--- src/rtl/uart_pkg.sv ---
// Shared definitions for the byte-serial UART transmitter.
// Holds the FSM state encoding, state width, data width and default bit period,
// plus the parity helper used when UART_PARITY_EN is defined.
package uart_pkg;

  localparam int STATE_W          = 3;
  localparam int DATA_W           = 8;
  // 100 MHz core clock at 115200 baud
  localparam int CLKS_PER_BIT_DEF = 868;

  typedef enum logic [STATE_W-1:0] {
    ST_IDLE   = 3'd0,
    ST_LOAD   = 3'd1,
    ST_START  = 3'd2,
    ST_DATA   = 3'd3,
    ST_PARITY = 3'd4,
    ST_STOP   = 3'd5
  } state_e;

  // Even parity: the parity bit makes the total count of ones even.
  function automatic logic even_parity(input logic [DATA_W-1:0] d);
    return ^d;
  endfunction

endpackage

--- src/rtl/uart_baud_tick.sv ---
// Bit-period timer: counts 0..CLKS_PER_BIT-1 and pulses tick_o on the last count.
// Latency: tick_o is combinational from the registered count; one pulse per bit period.
// Backpressure: none; clr_i holds the count at zero (used while the FSM is idle/loading).
//
// Ports:
//   clk     system clock, rising edge
//   rstn    synchronous active-low reset
//   clr_i   synchronous clear; count forced to 0 and no tick while high
//   tick_o  high during the final cycle of each bit period
module uart_baud_tick #(
  parameter int CLKS_PER_BIT = 868
) (
  input  logic clk,
  input  logic rstn,
  input  logic clr_i,
  output logic tick_o
);

  localparam int                CNT_W   = $clog2(CLKS_PER_BIT);
  localparam logic [CNT_W-1:0]  CNT_MAX = CNT_W'(CLKS_PER_BIT - 1);

  logic [CNT_W-1:0] cnt_q;
  logic [CNT_W-1:0] cnt_d;
  logic             at_max;

  assign at_max = (cnt_q == CNT_MAX);

  always_comb begin
    cnt_d = cnt_q;
    if (clr_i) begin
      cnt_d = '0;
    end else if (at_max) begin
      // wrap at the bit boundary so the next bit starts counting from zero
      cnt_d = '0;
    end else begin
      cnt_d = cnt_q + 1'b1;
    end
  end

  always_ff @(posedge clk) begin
    if (!rstn) begin
      cnt_q <= '0;
    end else begin
      cnt_q <= cnt_d;
    end
  end

  assign tick_o = !clr_i && at_max;

endmodule

--- src/rtl/uart_tx_byte.sv ---
// UART transmitter: pulls one byte per frame from the burst FIFO and sends it 8N1 (8E1 with UART_PARITY_EN).
// Latency: handshake edge -> LOAD cycle -> start bit on the next edge; frame is 10 (11) bit periods.
// Backpressure: in_enable is high only in IDLE, so exactly one byte is requested per frame.
//
// Build option: define UART_PARITY_EN to insert an even-parity bit between the data and stop bits.
//
// Ports:
//   clk        system clock, rising edge
//   rstn       synchronous active-low reset
//   in_valid   upstream byte available (FIFO output_valid)
//   in_enable  byte request to upstream (FIFO output_enable), registered
//   in_data    upstream byte, valid the cycle after a handshake edge (FIFO data_out)
//   tx         serial line, idle high, registered
//   busy       high from handshake until the end of the stop bit, registered
module uart_tx_byte
  import uart_pkg::*;
#(
  parameter int CLKS_PER_BIT = CLKS_PER_BIT_DEF
) (
  input  logic              clk,
  input  logic              rstn,
  input  logic              in_valid,
  output logic              in_enable,
  input  logic [DATA_W-1:0] in_data,
  output logic              tx,
  output logic              busy
);

  localparam logic [2:0] LAST_BIT = 3'(DATA_W - 1);

  state_e            state_q;
  state_e            state_d;
  logic [DATA_W-1:0] shift_q;
  logic [DATA_W-1:0] shift_d;
  logic [2:0]        bit_idx_q;
  logic [2:0]        bit_idx_d;
  logic              tx_q;
  logic              tx_d;
  logic              in_enable_q;
  logic              in_enable_d;
  logic              busy_q;
  logic              busy_d;
`ifdef UART_PARITY_EN
  logic              parity_q;
  logic              parity_d;
`endif

  logic              baud_clr;
  logic              baud_tick;

  // The bit timer only runs while a bit is on the line; in IDLE and LOAD it is
  // held at zero so the start bit always gets a full period.
  assign baud_clr = (state_q == ST_IDLE) || (state_q == ST_LOAD);

  uart_baud_tick #(
    .CLKS_PER_BIT(CLKS_PER_BIT)
  ) u_baud_tick (
    .clk    (clk),
    .rstn   (rstn),
    .clr_i  (baud_clr),
    .tick_o (baud_tick)
  );

  always_comb begin
    state_d     = state_q;
    shift_d     = shift_q;
    bit_idx_d   = bit_idx_q;
    tx_d        = tx_q;
    in_enable_d = in_enable_q;
    busy_d      = busy_q;
`ifdef UART_PARITY_EN
    parity_d    = parity_q;
`endif

    case (state_q)
      ST_IDLE: begin
        tx_d = 1'b1;
        if (in_valid && in_enable_q) begin
          // FIFO presents the byte after this edge; capture it in LOAD
          state_d     = ST_LOAD;
          in_enable_d = 1'b0;
          busy_d      = 1'b1;
        end
      end

      ST_LOAD: begin
        shift_d   = in_data;
        bit_idx_d = '0;
        tx_d      = 1'b0;
        state_d   = ST_START;
`ifdef UART_PARITY_EN
        parity_d  = even_parity(in_data);
`endif
      end

      ST_START: begin
        if (baud_tick) begin
          tx_d    = shift_q[0];
          state_d = ST_DATA;
        end
      end

      ST_DATA: begin
        if (baud_tick) begin
          if (bit_idx_q == LAST_BIT) begin
`ifdef UART_PARITY_EN
            tx_d    = parity_q;
            state_d = ST_PARITY;
`else
            tx_d    = 1'b1;
            state_d = ST_STOP;
`endif
          end else begin
            // shift the consumed bit out; the next bit is shift_q[1]
            shift_d   = {1'b0, shift_q[DATA_W-1:1]};
            tx_d      = shift_q[1];
            bit_idx_d = bit_idx_q + 3'd1;
          end
        end
      end

`ifdef UART_PARITY_EN
      ST_PARITY: begin
        if (baud_tick) begin
          tx_d    = 1'b1;
          state_d = ST_STOP;
        end
      end
`endif

      ST_STOP: begin
        if (baud_tick) begin
          state_d     = ST_IDLE;
          in_enable_d = 1'b1;
          busy_d      = 1'b0;
        end
      end

      default: begin
        state_d     = ST_IDLE;
        tx_d        = 1'b1;
        in_enable_d = 1'b1;
        busy_d      = 1'b0;
      end
    endcase
  end

  always_ff @(posedge clk) begin
    if (!rstn) begin
      state_q     <= ST_IDLE;
      shift_q     <= '0;
      bit_idx_q   <= '0;
      tx_q        <= 1'b1;
      in_enable_q <= 1'b1;
      busy_q      <= 1'b0;
    end else begin
      state_q     <= state_d;
      shift_q     <= shift_d;
      bit_idx_q   <= bit_idx_d;
      tx_q        <= tx_d;
      in_enable_q <= in_enable_d;
      busy_q      <= busy_d;
    end
  end

`ifdef UART_PARITY_EN
  always_ff @(posedge clk) begin
    if (!rstn) begin
      parity_q <= 1'b0;
    end else begin
      parity_q <= parity_d;
    end
  end
`endif

  assign tx        = tx_q;
  assign in_enable = in_enable_q;
  assign busy      = busy_q;

endmodule
--- config.mk ---
export PLATFORM = sky130hd
export DESIGN_NAME = uart_tx_byte
export DESIGN_NICKNAME = d
export VERILOG_FILES = /design/src/rtl/uart_pkg.sv /design/src/rtl/uart_baud_tick.sv /design/src/rtl/uart_tx_byte.sv
export SDC_FILE = /design/constraint.sdc
export NUM_CORES = 1
export LEC_CHECK = 0
export BUFFER_PORTS_ARGS = -buffer_cell sky130_fd_sc_hd__buf_2
export CAP_MARGIN = 10
export CORE_ASPECT_RATIO = 2
export CORE_MARGIN = 2
export CORE_UTILIZATION = 36
export DETAILED_ROUTE_END_ITERATION = 7
export PLACE_DENSITY = 0.56
export REMOVE_ABC_BUFFERS = 1
export SETUP_SLACK_MARGIN = 0.15
export SLEW_MARGIN = 20
export SYNTH_ARGS = -nofsm -noshare
export SYNTH_HDL_FRONTEND = slang
export SYNTH_SLANG_ARGS = --single-unit
--- constraint.sdc ---
create_clock -name clk -period 3.1 [get_ports clk]
set_input_delay 0.155 -clock clk [delete_from_list [all_inputs] [get_ports clk]]
set_output_delay 0.155 -clock clk [all_outputs]
set_load 0.05 [all_outputs]
==> flow_summary_export.csv, run 1 <==
group,metric,value,unit
outcome,status,"finished clean",
die,floorplan.die_area,4140,um^2
global_route,grt_max_degree,27,
clocking,clock_sinks,27,
setup_path,start_kind,"flop",
final_layout,nets,175,
clocking,holdBufCountCts,0,
sta,finClkSkew,3.17,ps
detailed_routing,drtIter0Drc,16,
die,die_x,46.5,um
placement,io_buffers,13,
global_route,antenna_found_initial,0,
power,power.density,452,nW/um^2
clocking,cts_setup_buffers,0,
power,peakVddDrop,0.000283,V
clocking,cts_tree,"yes",
setup_path,path_class,"reg2reg",
logic_synthesis,yosysTopAreaCell,"dfxtp_1",
logic_synthesis,yosys_warnings,0,
clocking,clk_latency,270,ps
clocking,cts_buffers,3,
logic_synthesis,synth_top_area_share,41.6,%
logic_synthesis,yosysSeqAreaShare,41.6,%
logic_synthesis,yosysUniqueCellTypes,36,
die,fp.coreArea,3420,um^2
final_layout,stdcell_area,1430,um^2
logic_synthesis,async_reset_ff_share,0,%
final_layout,drive_gt1_share,15.0,%
logic_synthesis,synth_enable_flop_cells,0,
sta,setup_viol,0,
placement,dp_cells,204,
logic_synthesis,synth.ff_latch_count,27,
logic_synthesis,synth-main-ff-cell,"dfxtp_1",
sta,maxSlewViolCount,0,
clocking,path_clk_slew,90,ps
logic_synthesis,synthTopCellsByCount,"nand2_1 (29), dfxtp_1 (27), nor2_1 (18)",
setup_path,cp.arrival,2600,ps
logic_synthesis,yosysMostFrequentCell,"nand2_1",
setup_path,cp.required,3270,ps
detailed_routing,wl,2640,um
clocking,cts_resized,0,
final_layout,area_growth_syn_to_layout,10.1,%
global_route,first_global_vias,1039,
clocking,cts-htree-levels,1,
die,num_rows,30,
global_route,overflow,0,
detailed_routing,wl_per_cell,12.7,um
detailed_routing,firstDrtPassIters,5,
die,initial_utilization,38.1,%
final_layout,antenna_cells,0,
detailed_routing,routed_via_density,5.10,
clocking,cts_root_buf,"clkbuf_8",
sta,final-hold-violation-count,0,
final_layout,final_cells,208,
detailed_routing,drc,0,
sta,fin_crit_sh,78.5,%
sta,setup_tns,0,ps
placement,gp_congestion,0.751,
sta,fmax,411,MHz
clocking,clk_path_buf_depth,2,
die,io_pins,14,
setup_path,end_kind,"flop",
min_path,hp-class,"in2reg",
setup_path,critPathMaxFanout,7,
power,power,0.000647,W
global_route,grt_pass1_wl,4460,um
logic_synthesis,synth_area,1300,um^2
power,power.leakage,0.542,nW
sta,grt_setup_unrepaired,"no",
sta,tightest_slew,755,ps
logic_synthesis,synthTopCellsByArea,"dfxtp_1 (42%), nand2_1 (8.4%), mux2_2 (6.1%)",
global_route,grt.total_usage,14.7,%
flow_run,drv_cap,0,
sta,max-slew-margin-rel,49.4,%
logic_synthesis,syn_area_per_cell,8.61,um^2
logic_synthesis,synth_cells,151,
final_layout,n_fill_cell,371,
die,die_h,89.0,um
detailed_routing,ant_nets,0,
detailed_routing,vias,1060,
placement,hpwl,2030,um
sta,hold_ws,99.1,ps
placement,placed_area,1390,um^2
sta,period_minus_slack,2430,ps
-- per-stage QoR --
| stage | setup slack, ps | util [%] |
|---|---|---|
| after detailed placement | 677 | 40.6 |
| after global routing | 580 | 41.9 |
| after CTS | 667 | 41.9 |
| after global placement | 753 | 40.6 |
| final | 666 | 41.9 |
| after floorplan | 844 | - |
-- where the power goes --
group / internal, W / switching [W] / total, W
sequential: 0.000360 / 0.0000118 / 0.000372
clock: 0.0000921 / 0.000106 / 0.000198
combinational: 0.0000303 / 0.0000474 / 0.0000777
total: 0.000482 / 0.000165 / 0.000647
-- cells by family (layout without fill, tap and decap cells) --
| kind of cell | after synthesis | count (layout) | synth area share (%) |
|---|---|---|---|
| adder cells (fa/ha/maj) | 3 | 3 | 2.89 |
| AND/OR/NAND/NOR | 69 | 69 | 24.4 |
| flip-flops | 27 | 27 | 41.6 |
| multiplexers | 14 | 14 | 11.5 |
| XOR/XNOR | 8 | 8 | 5.39 |
| buffers and inverters | 12 | 21 | 4.14 |
| AO/OA/AOI/OAI | 18 | 18 | 10.2 |
-- final cells by class --
type                    count  area, um^2  area share (%)
clock buffers               4        45.0            3.15
inverters                   4        15.0            1.05
multi-input cells         112         706            49.3
flip-flops and latches     27         541            37.8
well taps                  48        60.1            4.20
repair buffers             13        65.1            4.55
-- cells in the final DEF, fill, tap and decap left out --
master,n
clkbuf_8,3
o211ai_1,1
and3_1,1
clkbuf_1,1
nand2_1,29
ha_1,3
a211oi_1,1
nand3b_1,1
xnor2_1,6
mux2_2,7
o31ai_1,1
nand4bb_1,1
or3b_2,1
nand2b_1,3
or4b_1,1
nor2_1,18
o21a_1,1
a32o_1,1
buf_2,13
o311ai_0,1
o21ai_0,2
dfxtp_1,27
mux2i_1,7
xor2_1,2
or3_1,4
a32oi_1,2
nand3_1,5
nor3_1,3
nor4_1,1
inv_1,4
o41ai_1,1
nand4_1,1
a21o_1,2
o32ai_1,2
a21oi_1,3
-- critical path, stage by stage, from the launching register on --
cell     delay (ps)
dfxtp_1         350
ha_1            220
ha_1            210
or4b_1          500
or3_1           400
a21o_1          340
a32o_1          310
-- sequential cells by signal, summed over array words and instances, names as in the netlist --
signal	cells
u_baud_tick.cnt_q	10
bit_idx_q	3
busy	1
state_q	3
shift_q	8
in_enable	1
tx	1
-- final timing paths --
path	startpoint	endpoint	slack, ps	cells after the start
worst min register to register	shift_q[5]$_SDFFE_PN0P_	shift_q[5]$_SDFFE_PN0P_	460	2
worst max-delay path	bit_idx_q[0]$_SDFFE_PN0P_	shift_q[7]$_SDFFE_PN0P_	670	6
worst min-delay path	in_data[7]	shift_q[7]$_SDFFE_PN0P_	100	2
worst max register to register	bit_idx_q[0]$_SDFFE_PN0P_	shift_q[7]$_SDFFE_PN0P_	670	6
-- layer usage --
metal	GRT usage, %	up-vias	share of wire [%]
li1	-	540	-
met1	14.4	496	39
met2	28.9	20	56
met3	1.82	4	3.3
met4	5.45	0	1.4
met5	0	-	0
(Power assumes the default switching activity.)
==> run 2: changes to the inputs <==
==> constraint.sdc (replaced) <==
create_clock -name clk -period 2.3 [get_ports clk]
set_input_delay 0.115 -clock clk [delete_from_list [all_inputs] [get_ports clk]]
set_output_delay 0.115 -clock clk [all_outputs]
set_load 0.05 [all_outputs]
==> flow_summary_export.csv, run 2 (synthesized netlist as in run 1, its figures left out) <==
group,metric,value,unit
outcome,status,"finished clean",
global_route,first_global_vias,1087,
setup_path,reg2regPathDepth,7,
sta,maxSlewViolCount,0,
clocking,path_clk_slew,100,ps
sta,max-slew-margin-rel,70.6,%
setup_path,rrSetupSlack,220,ps
setup_path,end_kind,"flop",
power,power.density,581,nW/um^2
sta,grt_setup_unrepaired,"no",
power,peakVddDrop,0.000460,V
global_route,grt_pass1_wl,4570,um
global_route,antenna_found_initial,0,
flow_run,drv_cap,0,
sta,final-hold-violation-count,0,
setup_path,critPathMaxFanout,5,
final_layout,nets,181,
sta,tightest_slew,440,ps
setup_path,start_kind,"flop",
placement,gp_congestion,0.741,
final_layout,drive_gt1_share,22.9,%
die,io_pins,14,
power,power.leakage,0.575,nW
setup_path,cp_cell_sequence,"ha_4 > ha_4 > or4b_1 > or3_4 > a21o_1 > buf_6 > mux2i_1",
setup_path,cp.depth,7,
detailed_routing,wl_per_cell,12.8,um
setup_path,path_class,"reg2reg",
final_layout,top_regs,"u_baud_tick.cnt_q (10), shift_q (8)",
sta,period_minus_slack,2080,ps
final_layout,area_growth_syn_to_layout,18.6,%
detailed_routing,drtIter0Drc,21,
die,initial_utilization,38.1,%
clocking,cts_buffers,3,
placement,io_buffers,13,
min_path,hp-class,"in2reg",
die,fp.coreArea,3420,um^2
setup_path,endpoint,"shift_q[6]$_SDFFE_PN0P_",
detailed_routing,routed_via_density,5.10,
final_layout,final_cell_mix,"nand2_1 (29), dfxtp_1 (25), nor2_1 (18), buf_2 (13)",
clocking,cts_tree,"yes",
setup_path,r2r_start,"bit_idx_q[1]$_SDFFE_PN0P_",
die,die_h,89.0,um
sta,hold_ws,56.6,ps
sta,setup_viol,0,
global_route,overflow,0,
clocking,clk_latency,270,ps
global_route,grt.total_usage,15.0,%
clocking,clock_sinks,27,
detailed_routing,ant_nets,0,
setup_path,worstReg2RegEnd,"shift_q[6]$_SDFFE_PN0P_",
final_layout,final_common_cell,"nand2_1",
clocking,cts-htree-levels,1,
global_route,grt_max_degree,27,
detailed_routing,firstDrtPassIters,4,
detailed_routing,vias,1092,
clocking,clk_path_buf_depth,2,
final_layout,largest_reg_flops,10,
die,die_x,46.5,um
placement,hpwl,2020,um
die,floorplan.die_area,4140,um^2
detailed_routing,wl,2740,um
setup_path,cp_top_family,"simple AND/OR/NAND/NOR gates",
sta,fin_crit_sh,90.5,%
setup_path,path_buf_inv,1,
sta,setup_tns,0,ps
setup_path,cp.required,2470,ps
detailed_routing,drc,0,
setup_path,cp_slowest_stage_delay,490,ps
clocking,cts_root_buf,"clkbuf_8",
sta,finClkSkew,5.82,ps
setup_path,slowest_stage,"or4b_1",
sta,fmax,480,MHz
setup_path,critPathMostFrequentCell,"ha_4",
final_layout,largest-register,"u_baud_tick.cnt_q",
setup_path,cp.arrival,2250,ps
final_layout,antenna_cells,0,
min_path,hold_depth,2,
setup_path,crit_start,"bit_idx_q[1]$_SDFFE_PN0P_",
final_layout,fin_util,45.1,%
die,num_rows,30,
run 2: cell types whose count changed in the layout (fill, tap and decap cells not counted), moves of 2 or more:
cell,before,now
ha_4,0,2
ha_1,3,1
dfxtp_2,0,2
buf_4,0,3
dfxtp_1,27,25
buf_6,0,2
run 2: stage by stage:
stage	std cells	instance area (um^2)	power, W	setup slack [ps]
2_1_floorplan	143	1260	0.000583	44.0
3_3_place_gp	207	1410	0.000620	89.4
3_5_place_dp	207	1410	0.000623	49.6
4_1_cts	214	1540	0.000903	155
5_1_grt	214	1540	0.000940	151
6_report	214	1540	0.000895	218
run 2: final cells by class:
class | count | area [um^2]
fillers | 341 | 1870
multi-input cells | 112 | 744
flip-flops and latches | 27 | 543
repair buffers | 19 | 130
well taps | 48 | 60.1
clock buffers | 3 | 41.3
inverters | 4 | 15.0
clock inverters | 1 | 7.51
run 2: how the worst min path moves through the flow:
| stage | startpoint | endpoint | slack, ps |
|---|---|---|---|
| after floorplan | in_data[7] | shift_q[7]$_SDFFE_PN0P_ | 240 |
| after global placement | in_data[7] | shift_q[7]$_SDFFE_PN0P_ | 330 |
| after CTS | in_data[7] | shift_q[7]$_SDFFE_PN0P_ | 60 |
| after global routing | in_data[7] | shift_q[7]$_SDFFE_PN0P_ | 60 |
| after detailed placement | in_data[7] | shift_q[7]$_SDFFE_PN0P_ | 340 |
| final | in_data[7] | shift_q[7]$_SDFFE_PN0P_ | 60 |
run 2: timing repair:
| item | 4_1_cts | 5_1_grt |
|---|---|---|
| gates resized for setup | 10 | 1 |
| endpoints found under the setup margin | 17 | 9 |
| pin swaps | 3 | 3 |
| hold buffers | 0 | 0 |
| buffers inserted | 3 | 0 |
| endpoints found under the hold margin | 0 | 0 |
run 2: layer usage:
| layer | vias to the layer above | routed length, um | global-route usage (%) |
|---|---|---|---|
| li1 | 547 | - | - |
| met1 | 518 | 1090 | 15.3 |
| met2 | 23 | 1510 | 28.8 |
| met3 | 4 | 93 | 2.42 |
| met4 | 0 | 37 | 4.68 |
| met5 | - | 0 | 0 |
run 2: worst register-to-register path: stages (launching register included):
cell and delay (ps):
dfxtp_2 350, ha_4 160, ha_4 150, or4b_1 490, or3_4 370, a21o_1 220
buf_6 140, mux2i_1 110
run 2: where the power goes:
group | internal [W] | switching (W) | total, W
registers | 0.000485 | 0.0000172 | 0.000502
clock network | 0.000123 | 0.000154 | 0.000277
logic | 0.0000500 | 0.0000663 | 0.000116
total | 0.000658 | 0.000237 | 0.000895
==> run 3: changes to the inputs <==
--- a/config.mk
+++ b/config.mk
@@ -8,8 +8,9 @@
 export BUFFER_PORTS_ARGS = -buffer_cell sky130_fd_sc_hd__buf_2
 export CAP_MARGIN = 10
 export CORE_ASPECT_RATIO = 2
-export CORE_MARGIN = 2
+export CORE_MARGIN = 10
 export CORE_UTILIZATION = 36
+export CTS_CLUSTER_DIAMETER = 60
 export DETAILED_ROUTE_END_ITERATION = 7
 export PLACE_DENSITY = 0.56
 export REMOVE_ABC_BUFFERS = 1
==> flow_summary_export.csv, run 3 (synthesized netlist as in run 1, its figures left out) <==
group,metric,value,unit
final_layout,largest_reg_flops,10,
setup_path,path_class,"reg2reg",
global_route,grt_max_degree,27,
placement,gp_congestion,0.790,
power,pwr-share-clk,30.9,%
detailed_routing,drc,0,
outcome,status,"finished clean",
final_layout,antenna_cells,0,
die,die_x,62.5,um
sta,tightest_slew,431,ps
final_layout,area_growth_syn_to_layout,18.2,%
final_layout,drive_gt1_share,23.4,%
global_route,overflow,0,
power,power.density,579,nW/um^2
power,swShare,26.3,%
power,seqPwrFrac,56.4,%
global_route,antenna_found_initial,0,
setup_path,end_kind,"flop",
sta,layout_setup_ws,210,ps
placement,hpwl,2130,um
detailed_routing,wl,2820,um
setup_path,start_kind,"flop",
clocking,holdBufCountCts,0,
setup_path,cp.required,2470,ps
detailed_routing,wl_per_cell,13.1,um
global_route,grt_pass1_wl,4910,um
final_layout,n_fill_cell,395,
flow_run,drv_cap,0,
die,floorplan.die_area,6560,um^2
sta,setup_viol,0,
power,peakVddDrop,0.000345,V
power,power.leakage,0.574,nW
clocking,cts-htree-levels,1,
min_path,hp-class,"in2reg",
detailed_routing,vias,1098,
sta,maxSlewViolCount,0,
setup_path,cp.arrival,2260,ps
sta,fmax,478,MHz
placement,io_buffers,13,
placement,dp_slack,46.9,ps
clocking,path_clk_slew,100,ps
die,num_rows,30,
power,p_comb_share,12.8,%
clocking,clk_latency,280,ps
setup_path,critPathMaxFanout,5,
global_route,grt.total_usage,8.87,%
sta,final-hold-violation-count,0,
die,initial_utilization,37.6,%
clocking,cts_tree,"yes",
sta,grt_setup_unrepaired,"yes",
detailed_routing,drtIter0Drc,28,
die,io_pins,14,
sta,finClkSkew,7.29,ps
die,die_h,105,um
die,fp.coreArea,3450,um^2
sta,fin_crit_sh,90.9,%
sta,setup_tns,0,ps
final_layout,largest-register,"u_baud_tick.cnt_q",
global_route,first_global_vias,1157,
clocking,clock_sinks,27,
final_layout,final_cell_mix,"nand2_1 (29), dfxtp_1 (25), nor2_1 (18), buf_2 (13)",
detailed_routing,ant_nets,0,
final_layout,final_common_cell,"nand2_1",
sta,period_minus_slack,2090,ps
clocking,cts_buffers,3,
power,p_sw,0.000234,W
clocking,cts_root_buf,"clkbuf_8",
power,p_int,0.000656,W
final_layout,nets,182,
detailed_routing,routed_via_density,5.11,
clocking,clk_path_buf_depth,2,
sta,max-slew-margin-rel,71.2,%
final_layout,top_regs,"u_baud_tick.cnt_q (10), shift_q (8)",
detailed_routing,firstDrtPassIters,4,
==> run 3: area by class of cell <==
class	instances	area [um^2]	share of cell area, %
Sequential cell	27	543	35.3
Timing Repair Buffer	20	125	8.14
Inverter	4	15.0	0.977
Multi-Input combinational cell	112	744	48.5
Tap cell	48	60.1	3.91
Clock inverter	1	7.51	0.489
Clock buffer	3	41.3	2.69
==> run 3: timing repair <==
action                     in CTS  in global routing
pin swaps                       4                  3
setup buffers                   2                  1
setup endpoints to repair      10                 21
gates resized for setup         5                  6
==> run 3: final timing paths <==
path | start | endpoint | slack (ps) | depth (start not counted)
max reg2reg | bit_idx_q[1]$_SDFFE_PN0P_ | shift_q[5]$_SDFFE_PN0P_ | 210 | 7
min reg2reg | shift_q[2]$_SDFFE_PN0P_ | shift_q[2]$_SDFFE_PN0P_ | 460 | 2
min | in_data[7] | shift_q[7]$_SDFFE_PN0P_ | 50 | 2
max | bit_idx_q[1]$_SDFFE_PN0P_ | shift_q[5]$_SDFFE_PN0P_ | 210 | 7
==> run 3: layer usage <==
metal	part of all wire (%)	vias to the layer above	track usage [%]
met5	0	-	0
met1	39	528	8.14
met3	3.3	5	2.14
met2	56	17	17.1
li1	-	548	-
met4	2.1	0	4.82
==> run 3: per-stage QoR <==
stage	instances	power (W)	hold WS (ps)	util (%)	cell area (um^2)
after floorplan	143	0.000583	241	-	1260
after global placement	208	0.000621	330	41.0	1420
after detailed placement	208	0.000624	333	41.0	1420
after CTS	214	0.000899	47.4	43.3	1500
after global routing	215	0.000935	58.7	44.5	1540
final	215	0.000890	52.9	44.5	1540
==> run 3: worst max-delay path, stage by stage, from the launching register on <==
cell and delay (ps):
dfxtp_2 350, ha_4 160, ha_4 150, or4b_1 480
or3_4 370, a21o_1 220, buf_6 140, mux2i_1 110
==> run 3: power by group through the flow <==
stage	logic, W	clock network (W)	registers, W
CTS	0.000114	0.000283	0.000502
detailed placement	0.000111	0	0.000513
global placement	0.000109	0	0.000512
floorplan	0.0000568	0	0.000526
global route	0.000128	0.000302	0.000505
finish	0.000114	0.000275	0.000502
